File: config.mk
export PLATFORM = sky130hd
export DESIGN_NAME = vn_bit_collector
export DESIGN_NICKNAME = d
export VERILOG_FILES = /design/src/rtl/vn_bit_collector.sv
export SDC_FILE = /design/constraint.sdc
export NUM_CORES = 1
export LEC_CHECK = 0
export CAP_MARGIN = 20
export CORE_MARGIN = 2
export CORE_UTILIZATION = 54
export CTS_CLUSTER_SIZE = 40
export DETAILED_ROUTE_END_ITERATION = 7
export PLACE_DENSITY = 0.84
export SLEW_MARGIN = 25
export SYNTH_ARGS = -nofsm -noshare
export SYNTH_HDL_FRONTEND = slang
export SYNTH_SLANG_ARGS = --single-unit
File: constraint.sdc
create_clock -name clk -period 1.84 [get_ports clk]
set_input_delay 0.368 -clock clk [delete_from_list [all_inputs] [get_ports clk]]
set_output_delay 0.368 -clock clk [all_outputs]
set_load 0.05 [all_outputs]
File: src/rtl/vn_bit_collector.sv
// Packs sparse decorrelated bits MSB-first into WORD_WIDTH-bit words, double-buffered
// behind a valid/ack handshake, with a sticky flag for bits dropped while the buffer is full.
module vn_bit_collector #(
    parameter int WORD_WIDTH = 32
) (
    input  logic                  clk,
    input  logic                  reset_n,
    input  logic                  enable,
    input  logic                  bit_in,
    input  logic                  syn_in,
    output logic [WORD_WIDTH-1:0] word_out,
    output logic                  word_valid,
    input  logic                  word_ack,
    output logic                  overflow,
    input  logic                  overflow_clear
);

    localparam int CNT_W = $clog2(WORD_WIDTH + 1);

    typedef enum logic {
        COLLECT,
        FULL
    } state_t;

    state_t                state, state_nxt;
    logic [WORD_WIDTH-1:0] shift_reg, shift_nxt;
    logic [WORD_WIDTH-1:0] word_nxt;
    logic [CNT_W-1:0]      bit_cnt, cnt_nxt;
    logic                  valid_nxt;
    logic                  overflow_nxt;
    logic                  transfer;
    logic                  accept;
    logic                  drop;

    always_comb begin
        // NOTE: every combinational output gets a default first so no path infers a latch.
        state_nxt    = state;
        shift_nxt    = shift_reg;
        word_nxt     = word_out;
        cnt_nxt      = bit_cnt;
        valid_nxt    = word_valid;
        overflow_nxt = overflow;

        transfer = (state == FULL) && (!word_valid || word_ack);
        accept   = syn_in && enable && ((state == COLLECT) || transfer);
        drop     = syn_in && enable && (state == FULL) && !transfer;

        // A pending word moves to the output register before any enable-driven flush.
        if (transfer) begin
            word_nxt  = shift_reg;
            valid_nxt = 1'b1;
            cnt_nxt   = '0;
            state_nxt = COLLECT;
        end else if (word_valid && word_ack) begin
            valid_nxt = 1'b0;
        end

        if (!enable) begin
            cnt_nxt   = '0;
            state_nxt = COLLECT;
            shift_nxt = '0;
        end else if (accept) begin
            shift_nxt = {shift_reg[WORD_WIDTH-2:0], bit_in};
            if (transfer) begin
                cnt_nxt = CNT_W'(1);
            end else begin
                cnt_nxt = bit_cnt + CNT_W'(1);
                if (bit_cnt == CNT_W'(WORD_WIDTH - 1)) begin
                    state_nxt = FULL;
                end
            end
        end

        // A drop in the same cycle as a clear must still leave the flag set.
        if (drop) begin
            overflow_nxt = 1'b1;
        end else if (overflow_clear) begin
            overflow_nxt = 1'b0;
        end
    end

    // NOTE: sequential state uses non-blocking assignments so all registers update together.
    always_ff @(posedge clk or negedge reset_n) begin
        if (!reset_n) begin
            state      <= COLLECT;
            shift_reg  <= '0;
            bit_cnt    <= '0;
            word_out   <= '0;
            word_valid <= 1'b0;
            overflow   <= 1'b0;
        end else begin
            state      <= state_nxt;
            shift_reg  <= shift_nxt;
            bit_cnt    <= cnt_nxt;
            word_out   <= word_nxt;
            word_valid <= valid_nxt;
            overflow   <= overflow_nxt;
        end
    end

endmodule

==> metrics.txt, run 1 <==
status=complete, no violations; DRC viols=0; peak fanout along the critical path=2; Leak Pwr=roughly 1.9 nW; Reg clk slew, reported paths=80 ps; maximum clock path buffer count=2; total grt overflow=0; largest net degree at the start of global routing=37; Final Net Count=slightly above 300; gpl congestion=between 0.7 and 0.8; Synth Flop Type=dfrtp_1; number of synthesized register bits=73; CP bufs+invs=1; worst-margin pin slew=around 480 ps; cell depth of the worst setup path=1; setup tns final=0 ps; synth top area cells=dfrtp_1 (59%), mux2_2 (12%), mux2i_1 (10%); fin. max-slew vios=0; peak supply drop=roughly 0.55 mV; CP max stage delay=~530 ps; post-synthesis async set-or-reset flop share=1.00; Root Buffer=clkbuf_8; worst reg-to-reg path cell count=3; die height=just under 80 um; synth unique cells=27; PwrDens=863 nW/um2; Post-Synthesis Cells=approximately 250; Initial Util=0.558; gr usage total=0.182; CTS sink cnt=73; Syn-to-layout area delta=23.2%; Post-Syn Nets=255; crit path kind=flop to primary output; Yosys warning total=0; DR vias/cell=5.09; vias in the first global route=about 1800; I/O pins=41; antenna violations before repair=0; fillers=around 400; fin worst setup slack=roughly 270 ps; Routed WL=5040 um; Final period util=0.855; H-Tree Level Count=3; worst hold slack=approximately 500 ps; count of standard-cell rows=27; CP required=1470 ps; vias=1892; Rel. slew slack=0.679; CP cell instances=dlygate4sd2_1; Seq/Total Area, Yosys=0.595; first-pass GRT wire length=approximately 9000 um; Worst-Skew Late Latency=between 300 and 400 ps; met2 Use GR=0.273; most common cell in the netlist=dfrtp_1; cell accounting for the most synthesized area=dfrtp_1; mapped cell area=between 3000 and 4000 um2; CTS tree=done; total iterations of the first detailed-routing run=4; layer with the highest usage=met2; DR iter-0 viols=approximately 110; Final min period=roughly 1600 ps; met1 Usage GRT=0.255; DIE AREA=roughly 6300 um2; fmax=~640 MHz; die width=between 70 and 80 um; Clock Skew=around 11 ps; wire per inst=approximately 14 um; Post-DRT Antenna Nets=0; crit end category=primary output; EDFF count, synth=0; Worst Path Arrival=roughly 1200 ps; Critical Path Slowest Stage Cell=dlygate4sd2_1; Max Cap Viol=0; pre-CTS WS=about 23 ps; layout cells sized above 1=0.287; final hold vios=0; unrepaired setup endpoints after global routing=no; core area=around 5500 um2; Syn Area/Cell=around 12 um2; IO buf count=40; met3 usage=0.0543; cts bufs inserted=9; CP delay by family, top=buffers and inverters; Post-DP HPWL=about 3400 um; # setup viols final=0; # diodes=0; Startpoint Class=flop; Synth top area share=0.595; most instantiated cells after synthesis=dfrtp_1 (73), nand2_1 (35), inv_1 (33), mux2_2 (32), mux2i_1 (32); Tightest Hold Check Type=input pin to asynchronous set/reset pin
cells by family after synthesis:
group | Yosys count | share of synthesized area
flops | 73 | 0.595
mux | 64 | 0.222
simple gates | 51 | 0.0798
buf+inv | 44 | 0.0631
compound gates | 13 | 0.0338
xor+xnor | 1 | 0.00285
fa+ha+maj | 1 | 0.00407
through the flow:
step	std cells	cell area, um2	power [W]	utilization
after floorplan	247	3070	0.00174	-
after global placement	355	3530	0.00181	0.642
after detailed placement	355	3530	0.00182	0.642
after CTS	372	3780	0.00330	0.687
after global routing	372	3780	0.00339	0.687
final	372	3780	0.00327	0.687
final timing paths:
kind / start / end / slack (ps)
worst max-delay path: overflow / overflow / 270
worst min-delay path: reset_n / bit_cnt[2] / 500
worst max register to register: state / bit_cnt[5] / 420
worst min register to register: word_out[17] / word_out[17] / 500
max in group asynchronous: reset_n / word_out[8] / 810
min in group clk: word_out[17] / word_out[17] / 500
power breakdown:
part           switching (W)  internal, W  leakage, nW
Combinational      0.0000854    0.0000631        0.750
Clock               0.000565     0.000917        0.126
Sequential         0.0000165      0.00162         1.02
Total               0.000667      0.00260         1.89
metal layers:
layer,vias to the layer above,part of all wire
met2,36,0.47
li1,900,-
met4,0,0.012
met3,6,0.042
met1,950,0.48
met5,-,0
repair_timing:
action,in CTS,in global routing
endpoints found under the hold margin,28,0
hold buffers,1,0
buffers inserted,0,0
gates resized for setup,6,0
endpoints found under the setup margin,6,0
cells in the final DEF (no fill, tap or decap), types with 2 or more instances in the layout:
| master | Yosys | layout |
|---|---|---|
| dfrtp_1 | 73 | 73 |
| nand2_1 | 35 | 35 |
| inv_1 | 33 | 33 |
| mux2i_1 | 32 | 32 |
| mux2_2 | 32 | 32 |
| buf_4 | 0 | 31 |
| clkbuf_8 | 0 | 13 |
| dlygate4sd2_1 | 0 | 6 |
| clkdlybuf4s50_1 | 0 | 5 |
| buf_12 | 0 | 5 |
| nand3_1 | 4 | 4 |
| nand2b_1 | 3 | 3 |
| a22o_1 | 3 | 3 |
| and3b_1 | 2 | 2 |
| o21a_1 | 2 | 2 |
| a211o_1 | 2 | 2 |
| o21ai_0 | 2 | 2 |
| a21oi_1 | 2 | 2 |
| bufinv_16 | 0 | 2 |
final cells by class:
type,instances,area (um2),share of cell area
Clock buffer,13,179,0.0473
Clock inverter,3,68.8,0.0182
Inverter,33,124,0.0327
Multi-Input combinational cell,130,1050,0.278
Sequential cell,73,1830,0.483
Tap cell,72,90.1,0.0238
Timing Repair Buffer,48,445,0.118
Power figures use the tool's default switching activity.
==> inputs of run 2 (changes only) <==
--- a/config.mk
+++ b/config.mk
@@ -11,7 +11,6 @@
 export CTS_CLUSTER_SIZE = 40
 export DETAILED_ROUTE_END_ITERATION = 7
 export PLACE_DENSITY = 0.84
-export SLEW_MARGIN = 25
 export SYNTH_ARGS = -nofsm -noshare
 export SYNTH_HDL_FRONTEND = slang
 export SYNTH_SLANG_ARGS = --single-unit
==> results of run 2 <==
No change in the layout: final DEF, timing and power equal those of run 1.
==> inputs of run 3 (changes only) <==
--- a/config.mk
+++ b/config.mk
@@ -11,6 +11,7 @@
 export CTS_CLUSTER_SIZE = 40
 export DETAILED_ROUTE_END_ITERATION = 7
 export PLACE_DENSITY = 0.84
+export SLEW_MARGIN = 20
 export SYNTH_ARGS = -nofsm -noshare
 export SYNTH_HDL_FRONTEND = slang
 export SYNTH_SLANG_ARGS = --single-unit
==> results of run 3 <==
No change in the layout: final DEF, timing and power equal those of run 1.
